### src/rtl/washer_pkg.sv
// Shared types and default constants for the laundry-room controllers.
package washer_pkg;

    // Arbiter sequencing: wait for a request, hold the main, let pressure recover.
    typedef enum logic [1:0] {
        IDLE = 2'd0,
        FILL = 2'd1,
        GAP  = 2'd2
    } arb_state_t;

    // Defaults sized for the building main: ~1k cycle fill slot, short recovery.
    localparam int MAX_FILL_CYCLES_DEF = 1024;
    localparam int GAP_CYCLES_DEF      = 4;

endpackage

### src/rtl/rr_picker.sv
// Combinational round-robin search: first set request at or above ptr, wrapping.
module rr_picker #(
    parameter int N_MACHINES = 4,
    parameter int IDW        = $clog2(N_MACHINES)
) (
    input  logic [N_MACHINES-1:0] req,
    input  logic [IDW-1:0]        ptr,
    output logic                  found,
    output logic [IDW-1:0]        index
);

    // Scan from the farthest offset down so the nearest requester is written last and wins.
    always_comb begin
        found = 1'b0;
        index = '0;
        for (int i = N_MACHINES - 1; i >= 0; i--) begin
            if (req[(int'(ptr) + i) % N_MACHINES]) begin
                found = 1'b1;
                index = IDW'((int'(ptr) + i) % N_MACHINES);
            end
        end
    end

endmodule

### src/rtl/fill_valve_arbiter.sv
// Grants the shared water main to one washer at a time, round-robin, with a
// bounded fill slot and a pressure-recovery gap between grants.
//
// Request/grant semantics: fill_req[i] is a level held by machine i for as long
// as it wants water; grant[i] is the acknowledgement and stays high until the
// machine reports filled[i], drops fill_req[i], or its slot runs out. A request
// is only sampled by arbitration in IDLE; nothing preempts an active grant.
module fill_valve_arbiter
    import washer_pkg::*;
#(
    parameter int N_MACHINES      = 4,
    parameter int MAX_FILL_CYCLES = MAX_FILL_CYCLES_DEF,
    parameter int GAP_CYCLES      = GAP_CYCLES_DEF,
    parameter int IDW             = $clog2(N_MACHINES)
) (
    input  logic                  clk,
    input  logic                  reset,
    input  logic [N_MACHINES-1:0] fill_req,
    input  logic [N_MACHINES-1:0] filled,
    output logic [N_MACHINES-1:0] grant,
    output logic                  valve_open,
    output logic [IDW-1:0]        active_id,
    output logic [N_MACHINES-1:0] slot_expired,
    output logic [1:0]            state_dbg
);

    localparam int CW       = $clog2(MAX_FILL_CYCLES);
    localparam int GW       = (GAP_CYCLES > 1) ? $clog2(GAP_CYCLES) : 1;
    localparam int GAP_LAST = (GAP_CYCLES > 0) ? GAP_CYCLES - 1 : 0;

    localparam logic [CW-1:0] FILL_LAST = CW'(MAX_FILL_CYCLES - 1);
    localparam logic [CW-1:0] FILL_SAT  = '1;
    localparam logic [GW-1:0] GAP_END   = GW'(GAP_LAST);

    arb_state_t            state, state_n;
    logic [CW-1:0]         fill_cnt, fill_n;
    logic [GW-1:0]         gap_cnt, gap_n;
    logic [IDW-1:0]        ptr, ptr_n;
    logic [IDW-1:0]        id_n;
    logic [N_MACHINES-1:0] grant_n, expired_n;
    logic                  pick_found;
    logic [IDW-1:0]        pick_idx;
    logic                  normal_rel, forced_rel;

    rr_picker #(
        .N_MACHINES (N_MACHINES),
        .IDW        (IDW)
    ) u_picker (
        .req   (fill_req),
        .ptr   (ptr),
        .found (pick_found),
        .index (pick_idx)
    );

    assign normal_rel = filled[active_id] | ~fill_req[active_id];
    assign forced_rel = (fill_cnt == FILL_LAST);
    assign valve_open = |grant;
    assign state_dbg  = state;

    // State, counters, pointer and all outputs are registered; reset drops the valve at once.
    always_ff @(posedge clk or negedge reset) begin
        if (!reset) begin
            state        <= IDLE;
            fill_cnt     <= '0;
            gap_cnt      <= '0;
            ptr          <= '0;
            grant        <= '0;
            active_id    <= '0;
            slot_expired <= '0;
        end else begin
            state        <= state_n;
            fill_cnt     <= fill_n;
            gap_cnt      <= gap_n;
            ptr          <= ptr_n;
            grant        <= grant_n;
            active_id    <= id_n;
            slot_expired <= expired_n;
        end
    end

    // Arbitrate in IDLE, supervise the slot in FILL, hold the main closed in GAP.
    always_comb begin
        state_n   = state;
        fill_n    = fill_cnt;
        gap_n     = gap_cnt;
        ptr_n     = ptr;
        grant_n   = grant;
        id_n      = active_id;
        expired_n = '0;
        case (state)
            IDLE: begin
                grant_n = '0;
                if (pick_found) begin
                    grant_n = N_MACHINES'(1) << pick_idx;
                    id_n    = pick_idx;
                    fill_n  = '0;
                    state_n = FILL;
                end
            end
            FILL: begin
                if (normal_rel || forced_rel) begin
                    grant_n = '0;
                    // A normal release in the same cycle as the timeout is not an expiry.
                    if (!normal_rel) expired_n = grant;
                    ptr_n   = (active_id == IDW'(N_MACHINES - 1)) ? '0 : active_id + IDW'(1);
                    gap_n   = '0;
                    state_n = (GAP_CYCLES == 0) ? IDLE : GAP;
                end else if (fill_cnt != FILL_SAT) begin
                    fill_n = fill_cnt + CW'(1);
                end
            end
            GAP: begin
                grant_n = '0;
                if (gap_cnt == GAP_END) state_n = IDLE;
                else                    gap_n   = gap_cnt + GW'(1);
            end
            default: begin
                grant_n = '0;
                state_n = IDLE;
            end
        endcase
    end

endmodule

### config.mk
export PLATFORM = sky130hd
export DESIGN_NAME = fill_valve_arbiter
export DESIGN_NICKNAME = d
export VERILOG_FILES = /design/src/rtl/washer_pkg.sv /design/src/rtl/rr_picker.sv /design/src/rtl/fill_valve_arbiter.sv
export SDC_FILE = /design/constraint.sdc
export NUM_CORES = 1
export LEC_CHECK = 0
export ABC_CLOCK_PERIOD_IN_PS = 2210
export BUFFER_PORTS_ARGS = -buffer_cell sky130_fd_sc_hd__buf_2
export CAP_MARGIN = 10
export CORE_ASPECT_RATIO = 1.75
export CORE_MARGIN = 2
export CORE_UTILIZATION = 30
export CTS_CLUSTER_DIAMETER = 50
export DETAILED_ROUTE_END_ITERATION = 6
export PLACE_DENSITY = 0.51
export SYNTH_ARGS = -nofsm -noshare
export SYNTH_HDL_FRONTEND = slang
export SYNTH_SLANG_ARGS = --single-unit
### constraint.sdc
create_clock -name clk -period 2.21 [get_ports clk]
set_clock_uncertainty 0.2 [all_clocks]
set_input_delay 0.221 -clock clk [delete_from_list [all_inputs] [get_ports clk]]
set_output_delay 0.221 -clock clk [all_outputs]
set_load 0.1 [all_outputs]
==> Yosys cells after proc, flatten, opt, wreduce, memory -nomap -nowiden <==
Index checks and enable logic that the tools add are counted.
{ "totals": {"reg_bits": 26, "inputBits": 10, "output_inout_bits": 13, "wordCells": 90} }
{ "op_classes": {"addsub": 6, "n_lt_le_gt_ge": 5, "eq_ne": 12, "shifts": 1, "muxes": 41, "bitwise_logic": 5, "reduce_logical": 13} }
{ "op_table": {"columns": ["operator", "count"], "rows": [
  ["$mux 10", 3],
  ["$mux 2", 10],
  ["$mux 4", 5],
  ["$pmux 10 s2", 1],
  ["$mux 1", 13],
  ["$bmux 1 s2", 6],
  ["$lt 3x4->1 const B", 3],
  ["$ne 2x2->1 const B", 6],
  ["$add 10x1->10 const B", 1],
  ["$eq 10x10->1 const B", 1],
  ["$ne 10x10->1 const B", 1],
  ["$pmux 4 s2", 1],
  ["$add 2x1->2 const B", 3],
  ["$eq 2x2->1 const B", 3],
  ["$lt 2x3->1 const B", 2],
  ["$pmux 2 s3", 1],
  ["$reduce_and 3->1", 2],
  ["$reduce_or 2->1", 3],
  ["$add 2x2->2 const B", 2],
  ["$pmux 2 s2", 1],
  ["$reduce_and 2->1", 2],
  ["$reduce_and 4->1", 1],
  ["$reduce_bool 2->1", 2],
  ["$reduce_or 4->1", 1],
  ["7 further kinds", 9]
]} }

==> Longest topological paths before layout <==
Gate-level depths: netlist of the first run.
{ "logic_depth": {"ltp_word": 13, "mapped_depth": 7} }

==> Cells and area by module <==
Synthesis of the first run repeated with hierarchy kept, for this count alone.
{ "hier_totals": {"cells_unflattened": 140, "hier_area_um2": 1460.2} }
{ "modules_own_cells": {"columns": ["mod", "n_inst", "cells_per_inst", "area_per_inst_um2", "seq_area_each_um2"], "rows": [
  ["fill_valve_arbiter", 1, 127, 1382.6, 650.6],
  ["rr_picker", 1, 13, 77.6, 0.0]
]} }

==> Least setup slack after synthesis of the first run <==
No wires, ideal clock.
{ "synth_timing": {"kind": "register to register", "from": "reg active_id[1]", "to": "reg fill_cnt[6]", "arrival_ns": 2.249, "t_required_ns": 1.929, "slack_ns": -0.320, "path_stages_with_launch": 4, "synth_period_minus_slack_ns": 2.530, "path_cell_list": "dfrtp_1 > mux4_2 > or4_1 > a21oi_1"} }
{ "synth_between": {"elab_chain_len": 7, "elab_cells_between_ends": 9, "classes_between": "eq/ne (1); mux (4); bitwise (2); reduce/logical (2)"} }
{ "synth_rtl": {"columns": ["element", "line_no", "source"], "rows": [
  ["start, declared", "fill_valve_arbiter.sv:22", "output logic [IDW-1:0] active_id,"],
  ["start signal, assigned", "fill_valve_arbiter.sv:76", "active_id <= id_n;"],
  ["$bmux 1 s2", "fill_valve_arbiter.sv:55", "assign normal_rel = filled[active_id] | ~fill_req[active_id];"],
  ["$mux 1 (not written as such)", "fill_valve_arbiter.sv:55", null],
  ["$not 1->1", "fill_valve_arbiter.sv:55", null],
  ["$or 1x1->1 *", "fill_valve_arbiter.sv:55", null],
  ["$logic_or 1x1->1 *", "fill_valve_arbiter.sv:101", "if (normal_rel || forced_rel) begin"],
  ["$ne 2x2->1 (no line) *", null, null],
  ["$reduce_and 4->1 (no line) *", null, null],
  ["end signal, assigned", "fill_valve_arbiter.sv:72", "fill_cnt <= fill_n;"],
  ["end, declared", "fill_valve_arbiter.sv:36", "logic [CW-1:0] fill_cnt, fill_n;"]
]} }
Every way passes the cells marked *; elsewhere a longest branch is shown, timed or not. The select of a mux whose other input is x is not followed.
A chain may end at the register's enable or synchronous reset.

==> Worst setup path after layout of the first run <==
{ "layout_timing": {"from": "reg active_id[1]", "to": "reg fill_cnt[0]"} }
The elaborated chain is that of the path after synthesis.

==> results of run 1 <==
## routing by layer
layer | vias up | wire, µm | global-route usage, %
li1 | 506 | - | -
met1 | 504 | 1140 | 14.3
met2 | 21 | 1580 | 24.5
met3 | 7 | 76 | 1.81
met4 | 0 | 64 | 6.62
met5 | - | 0 | 0
## Yosys cell counts
cell | number | share of area (%)
o21ai_0 | 2 | 0.77
inv_1 | 4 | 1.2
buf_2 | 1 | 0.38
a21o_1 | 1 | 0.58
clkbuf_1 | 1 | 0.29
nand3_1 | 2 | 0.77
ha_1 | 3 | 2.9
buf_6 | 1 | 0.86
and2_1 | 2 | 0.96
or2_2 | 1 | 0.48
nand4_1 | 4 | 1.9
nand2_1 | 12 | 3.5
nand2_2 | 1 | 0.48
o21a_1 | 1 | 0.58
a21oi_1 | 6 | 2.3
nor3b_1 | 2 | 1.2
xnor2_1 | 2 | 1.3
or3_1 | 1 | 0.48
mux2_2 | 2 | 1.7
nor3_2 | 1 | 0.77
nor2_1 | 9 | 2.6
o22ai_1 | 3 | 1.4
a22o_1 | 5 | 3.4
mux2i_1 | 6 | 4.6
and4b_1 | 1 | 0.77
nor3_1 | 3 | 1.2
nand2b_1 | 6 | 2.9
dfrtp_1 | 26 | 50
nor4_1 | 3 | 1.4
or4_1 | 2 | 1.2
a211oi_1 | 1 | 0.58
o31ai_1 | 1 | 0.58
and3_1 | 7 | 3.4
nor3_4 | 1 | 1.2
mux4_2 | 1 | 1.7
## final cells by class
class,count,area (µm²)
Timing Repair Buffer,27,150
Sequential cell,26,653
Inverter,4,15.0
Tap cell,49,61.3
Multi-Input combinational cell,92,623
Clock buffer,4,45.0
Fill cell,419,2600
## critical path, cell delays in order, from the launching register on
cell and delay, ns:
dfrtp_2 0.41, mux4_2 0.61, nor3_4 0.29, buf_4 0.22, mux2i_1 0.20
## flip-flops by register name, indices dropped and copies added, names as in the netlist
| name | count |
|---|---|
| fill_cnt | 10 |
| grant | 4 |
| slot_expired | 4 |
| active_id | 2 |
| gap_cnt | 2 |
| ptr | 2 |
| state_dbg | 2 |
## worst min-delay path by stage
stage / from / slack [ns] / endpoint / depth (start not counted)
2_1_floorplan: reset / -0.27 / active_id[0] / 0
3_3_place_gp: reset / 0.06 / slot_expired[2] / 1
3_5_place_dp: reset / 0.07 / slot_expired[0] / 1
4_1_cts: fill_req[3] / 0.22 / active_id[1] / 3
5_1_grt: fill_req[3] / 0.25 / active_id[1] / 3
6_report: fill_req[3] / 0.21 / active_id[1] / 3
## kinds of logic after synthesis
| family | after synthesis | share of synthesized area, % |
|---|---|---|
| AO/OA/AOI/OAI | 20 | 10.2 |
| XOR/XNOR | 2 | 1.34 |
| adder cells (fa/ha/maj) | 3 | 2.88 |
| buffers and inverters | 7 | 2.68 |
| flip-flops | 26 | 49.9 |
| multiplexers | 9 | 8.05 |
| AND/OR/NAND/NOR | 58 | 25.0 |
## where the power goes
group / internal, mW / total, mW / leakage (nW) / switching, mW
clock network: 0.129 / 0.273 / 0.0228 / 0.144
registers: 0.587 / 0.711 / 0.345 / 0.124
logic: 0.293 / 1.15 / 0.403 / 0.854
==> flow_summary.json, run 1 <==
{
  "grt.overflow.total": 0,
  "end_kind": "flip-flop",
  "max-vdd-ir-drop_mv": 0.979,
  "final_util_pct": 37.3,
  "route.vias.total": 1038,
  "setup_tns_ns": 0,
  "syn_avg_cell_area_um2": 10.4,
  "layout_min_cycle_time_ns": 2.00,
  "port_buffers": 22,
  "max_cap_violations": 0,
  "via_per_inst": 5.14,
  "place_hpwl_mm": 2.22,
  "max_freq_mhz": 501,
  "synthCells": 125,
  "finalNonFillerCells": 202,
  "reg2reg_slack_ns": 0.21,
  "synth_nets": 138,
  "worst_pin_slew_ns": 0.660,
  "cts_buffer_depth": 2,
  "final_cell_mix": "dfrtp_1, buf_2, nand2_1",
  "synth.distinct_cells": 35,
  "min_path_type": "input pin to flip-flop",
  "worstSetupStartpointType": "flip-flop",
  "die_y_um": 91.3,
  "die_w_um": 53.9,
  "clk_pin_slew_ns": 0.09,
  "slew_violations": 0,
  "ctsHoldBuffers": 1,
  "ys_seq_area_share_pct": 49.9,
  "drc": 0,
  "placed_area_mm2": 0.00149,
  "cts_tree": "yes",
  "antenna_found_initial": 0,
  "synthToLayoutAreaGrowth_pct": 18.6,
  "rows": 31,
  "grt_pass1_vias": 1137,
  "dpl_worst_slack_ns": 0.207,
  "yosys_warnings": 0,
  "finalNetCount": 167,
  "num_antenna_cells": 0,
  "ctsResizeCount": 0,
  "arrival_ns": 1.99,
  "holdWs_ns": 0.215,
  "grt_max_degree": 27,
  "insertion_delay_ns": 0.27,
  "maxSlewHeadroom_pct": 55.7,
  "syn_area_mm2": 0.00131,
  "p_total_mw": 2.13,
  "cp.required_ns": 2.21,
  "dp_cells": 197,
  "worstSetupStartpoint": "active_id[1]",
  "rsz0062_at_grt": "no",
  "min_period_over_period_pct": 90.3,
  "crit_fanout": 9,
  "post_cts_buffers": 0,
  "initial_core_util_pct": 31.4,
  "drive_gt1_share_pct": 25.5,
  "drtIter0Drc": 17,
  "ant_nets": 0,
  "criticalPathCategory": "flip-flop to flip-flop",
  "status": "finished clean",
  "setup_slack_ns": 0.214,
  "grt_pass1_wl_mm": 4.95,
  "routedWlPerCell_um": 14.1,
  "core-area_mm2": 0.00415,
  "htree_levels": 1,
  "gp_congestion": 0.917,
  "finalWirelength_mm": 2.85,
  "reg2reg_from": "active_id[1]",
  "numCtsBuffers": 3,
  "r2r_end": "fill_cnt[0]",
  "grt_usage_pct": 13.6,
  "final_area_mm2": 0.00155,
  "hold_viol": 0,
  "drtPass1Iterations": 4,
  "fp.dieArea_mm2": 0.00491,
  "clockRootBuffer": "clkbuf_8",
  "cp-endpoint": "fill_cnt[0]",
  "cts.sinks": 26,
  "worstRegToRegCells": 4,
  "ys_ff_latch": 26,
  "pin_count": 23,
  "power_leakage_nw": 0.771,
  "final_common_cell": "dfrtp_1",
  "finalSetupViolCount": 0,
  "power_density_mw_per_mm2": 1380
}
Power figures use the tool's default switching activity.
==> run 2: changes to the inputs <==
RECOVER_POWER = 50   (was unset)
==> run 2 against run 1 <==
Effect of this change: wire length about the same; clock power about the same; combinational power about the same; sequential power about the same; final area shrank 0.40%; non-clock buffer count stayed put; critical path type unchanged.
==> flow_summary.json, run 2 (synthesis gave the netlist of run 1 again) <==
{
  "status": "finished clean",
  "drtPass1Iterations": 4,
  "arrival_ns": 1.99,
  "drive_gt1_share_pct": 22.2,
  "drtIter0Drc": 17,
  "finalNetCount": 167,
  "post_cts_buffers": 0,
  "maxSlewHeadroom_pct": 21.9,
  "p_sw_share_pct": 52.7,
  "place_hpwl_mm": 2.22,
  "antenna_found_initial": 0,
  "core-area_mm2": 0.00415,
  "port_buffers": 22,
  "grt_usage_pct": 13.6,
  "drc": 0,
  "min_period_over_period_pct": 90.3,
  "power_density_mw_per_mm2": 1380,
  "largest_reg_flops": 10,
  "max_cap_violations": 0,
  "ant_nets": 0,
  "clk_pin_slew_ns": 0.09,
  "htree_levels": 1,
  "reg2reg_from": "active_id[1]",
  "internal_power_mw": 1.01,
  "layout_min_cycle_time_ns": 2.00,
  "num_antenna_cells": 0,
  "worst_pin_slew_ns": 1.18,
  "insertion_delay_ns": 0.27,
  "worstRegToRegCells": 4,
  "worstSetupStartpointType": "flip-flop",
  "min_path_type": "input pin to flip-flop",
  "rsz0062_at_grt": "no",
  "max-vdd-ir-drop_mv": 0.979,
  "seqPwrFrac_pct": 33.4,
  "cts.sinks": 26,
  "top_register": "fill_cnt",
  "finalNonFillerCells": 202,
  "finalSetupViolCount": 0,
  "crit_fanout": 9,
  "pin_count": 23,
  "die_y_um": 91.3,
  "slew_violations": 0,
  "criticalPathCategory": "flip-flop to flip-flop",
  "p_clk_share_pct": 12.8,
  "routedWlPerCell_um": 14.1,
  "rows": 31,
  "n_fill_cell": 422,
  "max_freq_mhz": 501,
  "p_sw_mw": 1.12,
  "p_total_mw": 2.13,
  "power_leakage_nw": 0.749,
  "largest_registers": "fill_cnt: 10 flops, grant: 4 flops, slot_expired: 4 flops",
  "finalWirelength_mm": 2.85,
  "final_common_cell": "dfrtp_1",
  "route.vias.total": 1039,
  "grt_pass1_wl_mm": 4.95,
  "cts_buffer_depth": 2,
  "clockRootBuffer": "clkbuf_8",
  "grt_pass1_vias": 1137,
  "grt_max_degree": 27,
  "cp-endpoint": "fill_cnt[0]",
  "hold_viol": 0,
  "grt.overflow.total": 0,
  "comb_power_share_pct": 53.8,
  "reg2reg_slack_ns": 0.21,
  "cts_tree": "yes",
  "r2r_end": "fill_cnt[0]",
  "end_kind": "flip-flop",
  "die_w_um": 53.9,
  "gp_congestion": 0.917,
  "initial_core_util_pct": 31.4,
  "dp_cells": 197,
  "numCtsBuffers": 3,
  "final_cell_mix": "dfrtp_1, buf_2, nand2_1",
  "synthToLayoutAreaGrowth_pct": 18.1,
  "cp.required_ns": 2.21,
  "via_per_inst": 5.14,
  "fp.dieArea_mm2": 0.00491,
  "worstSetupStartpoint": "active_id[1]"
}
-- run 2: changes by cell type in the layout (fill, tap and decap cells not counted) --
| cell | previous run | this run |
|---|---|---|
| buf_1 | 0 | 1 |
| buf_2 | 22 | 17 |
| clkbuf_1 | 1 | 5 |
-- run 2: worst min-delay path by stage --
stage,start,to,slack (ns),depth (start not counted)
floorplan,reset,active_id[0],-0.27,0
CTS,fill_req[3],active_id[1],0.22,3
detailed placement,reset,slot_expired[0],0.07,1
global route,fill_req[3],active_id[1],0.25,3
finish,fill_req[3],active_id[1],0.22,3
global placement,reset,slot_expired[2],0.06,1
-- run 2: repair_timing --
action / in CTS / in global routing
hold buffers: 1 / 0
resized for setup: 0 / 0
endpoints found under the hold margin: 26 / 0
endpoints found under the setup margin: 0 / 0
-- run 2: area by class of cell --
class | instances | area [µm²] | area share, %
sequential | 26 | 653 | 42.4
timing repair buffer | 27 | 144 | 9.33
multi-input combinational | 92 | 623 | 40.4
inverter | 4 | 15.0 | 0.974
clock buffer | 4 | 45.0 | 2.92
tap | 49 | 61.3 | 3.98
-- run 2: power by group through the flow --
stage	combinational, mW	clock, mW	sequential (mW)
finish	1.15	0.272	0.711
floorplan	0.539	0	1.11
detailed placement	1.16	0	0.722
global placement	1.14	0	0.720
global route	1.22	0.303	0.730
CTS	1.16	0.283	0.713
-- run 2: worst max-delay path, stage by stage, from the launching register on --
cell,delay [ns]
dfrtp_2,0.41
mux4_2,0.61
nor3_4,0.29
buf_4,0.22
mux2i_1,0.20
-- run 2: per-stage QoR --
stage	hold slack (ns)	setup slack, ns	utilization [%]	instance area, µm²	setup TNS (ns)
floorplan	-0.275	-0.0215	-	1310	-0.0215
global placement	0.0556	0.214	36.0	1490	0
detailed placement	0.0654	0.207	36.0	1490	0
CTS	0.220	0.196	37.3	1550	0
global route	0.251	0.0542	37.1	1540	0
finish	0.216	0.215	37.1	1540	0
-- run 2: layer usage --
| metal | vias to the layer above | GRT usage, % | part of all wire, % |
|---|---|---|---|
| met5 | - | 0 | 0 |
| met4 | 0 | 6.62 | 2.2 |
| met3 | 7 | 1.81 | 2.7 |
| met2 | 21 | 24.5 | 55 |
| met1 | 505 | 14.3 | 40 |
| li1 | 506 | - | - |
==> run 3: changes to the inputs <==
ABC_AREA = 1   (was unset)
==> run 3 against run 2 <==
Effect of this change: non-clock buffer count is 3 lower; clock-buffer cell count stayed put; sequential power is 4.5% higher; worst setup slack better by 0.057 ns; sequential share of layout area is 4.6 points lower; synthesized cell count is 62% higher; register-to-register slack better by 0.06 ns; via count is 29% higher; area after synthesis is 16% higher; final area is 12% higher; wire length is 21% higher; critical endpoint is now gap_cnt[1]; highest routed layer unchanged.
==> flow_summary.json, run 3 <==
{
  "largest_reg_flops": 10,
  "ys_seq_area_share_pct": 43.0,
  "drtPass1Iterations": 4,
  "top_register": "fill_cnt",
  "gr-usage-met3_pct": 1.72,
  "yosys-top-cells-count": "nand2_1, inv_1, dfrtp_1, nand3_1, nor2_1",
  "grt_max_degree": 27,
  "synth.area.top_cells": "dfrtp_1, nand2_1, inv_1",
  "cp.required_ns": 2.22,
  "drive_gt1_share_pct": 18.4,
  "initial_core_util_pct": 30.7,
  "end_kind": "flip-flop",
  "route.vias.total": 1337,
  "finalNetCount": 242,
  "final_cell_mix": "nand2_1, inv_1, dfrtp_1",
  "drc": 0,
  "setup_tns_ns": 0,
  "finalSetupViolCount": 0,
  "grt_pass1_wl_mm": 5.84,
  "hold_viol": 0,
  "cts_tree": "yes",
  "dpl_worst_slack_ns": 0.267,
  "ant_nets": 0,
  "slew_violations": 0,
  "worstRegToRegCells": 9,
  "async_flop_share_pct": 100,
  "power_leakage_nw": 0.857,
  "place_hpwl_mm": 2.80,
  "cts_buffer_depth": 2,
  "slowest_delay_ns": 0.46,
  "synth_top_area_share_pct": 43.0,
  "cts.sinks": 26,
  "ctsResizeCount": 0,
  "met1_usage_pct": 13.7,
  "arrival_ns": 1.94,
  "setup_slack_ns": 0.272,
  "syn_area_mm2": 0.00151,
  "fp.dieArea_mm2": 0.00565,
  "final_area_mm2": 0.00173,
  "synthToLayoutAreaGrowth_pct": 14.6,
  "criticalPathCategory": "flip-flop to flip-flop",
  "min_period_over_period_pct": 87.7,
  "synthCells": 202,
  "synth_edf_count": 0,
  "routedWlPerCell_um": 12.3,
  "yosys_warnings": 0,
  "post_cts_buffers": 0,
  "numCtsBuffers": 3,
  "max-vdd-ir-drop_mv": 0.733,
  "synth_nets": 215,
  "drtIter0Drc": 38,
  "synth_most_common_cell": "nand2_1",
  "worst_pin_slew_ns": 1.17,
  "antenna_found_initial": 0,
  "power_density_mw_per_mm2": 1520,
  "ctsHoldBuffers": 1,
  "placed_area_mm2": 0.00169,
  "gr-usage-met2_pct": 24.7,
  "maxSlewHeadroom_pct": 22.5,
  "htree_levels": 1,
  "num_antenna_cells": 0,
  "grt_pass1_vias": 1319,
  "status": "finished clean",
  "finalWirelength_mm": 3.46,
  "crit_fanout": 11,
  "grt_usage_pct": 13.2,
  "yosysTopAreaCell": "dfrtp_1",
  "largest_registers": "fill_cnt: 10 flops, grant: 4 flops, slot_expired: 4 flops",
  "core-area_mm2": 0.00493,
  "ys_dominant_reg_cell": "dfrtp_1",
  "insertion_delay_ns": 0.26,
  "gp_congestion": 0.859,
  "layout_min_cycle_time_ns": 1.94,
  "die_y_um": 97.9,
  "grt.overflow.total": 0,
  "worstSetupStartpointType": "flip-flop",
  "n_fill_cell": 565,
  "worstSetupStartpoint": "fill_cnt[0]",
  "port_buffers": 22,
  "cpMostUsedCell": "nand2_1",
  "cp-endpoint": "gap_cnt[1]",
  "die_w_um": 57.7,
  "clockRootBuffer": "clkbuf_8",
  "clk_pin_slew_ns": 0.09,
  "slowest_stage": "dfrtp_1",
  "max_freq_mhz": 516,
  "rows": 34,
  "max_cap_violations": 0,
  "final_common_cell": "nand2_1",
  "synth.distinct_cells": 27,
  "grt_busiest_layer": "met2",
  "reg2reg_from": "fill_cnt[0]",
  "crit_chain": "ha_1 > nand2_2 > nor2_2 > nand4_1 > nand2_1 > nand2_1 > nand2_1 > nand3_1 > nand2_1",
  "pin_count": 23,
  "reg2reg_slack_ns": 0.27,
  "min_path_type": "input pin to asynchronous set/reset pin",
  "r2r_end": "gap_cnt[1]",
  "ys_ff_latch": 26,
  "rsz0062_at_grt": "no",
  "syn_avg_cell_area_um2": 7.49,
  "via_per_inst": 4.74
}
==> run 3: cells by family after synthesis <==
kind of cell | Yosys count | synth area share, %
AND/OR/NAND/NOR | 115 | 35.1
buffers and inverters | 33 | 8.93
flip-flops | 26 | 43.0
AO/OA/AOI/OAI | 21 | 8.19
XOR/XNOR | 4 | 2.32
adder cells (fa/ha/maj) | 3 | 2.48
==> run 3: worst min path at each step <==
stage / endpoint / slack (ns) / depth (start not counted)
after floorplan: active_id[0] / -0.27 / 0
after global placement: fill_cnt[9] / 0.07 / 1
after detailed placement: fill_cnt[2] / 0.06 / 1
after CTS: fill_cnt[2] / 0.30 / 2
after global routing: gap_cnt[0] / 0.33 / 1
final: fill_cnt[9] / 0.30 / 2
==> run 3: worst max-delay path: cells and delay by family (launching register included) <==
kind                     cells  cell delay [ns]
AND/OR/NAND/NOR              8             0.99
flip-flops                   1             0.46
adder cells (fa/ha/maj)      1             0.21
==> run 3: where the power goes <==
part | leakage, nW | internal [mW] | switching (mW) | total (mW)
Clock | 0.0228 | 0.129 | 0.141 | 0.269
Sequential | 0.341 | 0.602 | 0.141 | 0.743
Combinational | 0.494 | 0.345 | 1.27 | 1.62
==> run 3: area by class of cell <==
| type | count | area, µm² | area share [%] |
|---|---|---|---|
| Multi-Input combinational cell | 143 | 727 | 41.9 |
| Sequential cell | 26 | 656 | 37.8 |
| Timing Repair Buffer | 24 | 120 | 6.93 |
| Inverter | 31 | 119 | 6.85 |
| Tap cell | 54 | 67.6 | 3.90 |
| Clock buffer | 4 | 45.0 | 2.60 |
==> run 3: metrics by stage <==
step | power (mW) | util (%) | hold WS (ns) | cells
after floorplan | 2.07 | - | -0.275 | 202
final | 2.63 | 35.1 | 0.303 | 282
after global placement | 2.39 | 34.2 | 0.0656 | 277
after global routing | 2.84 | 35.1 | 0.334 | 282
after CTS | 2.67 | 35.3 | 0.301 | 282
after detailed placement | 2.40 | 34.2 | 0.0628 | 277
==> run 3: routing by layer <==
metal / routed length [µm] / up-vias
li1: - / 691
met1: 1280 / 613
met2: 1960 / 23
met3: 108 / 10
met4: 116 / 0
met5: 0 / -
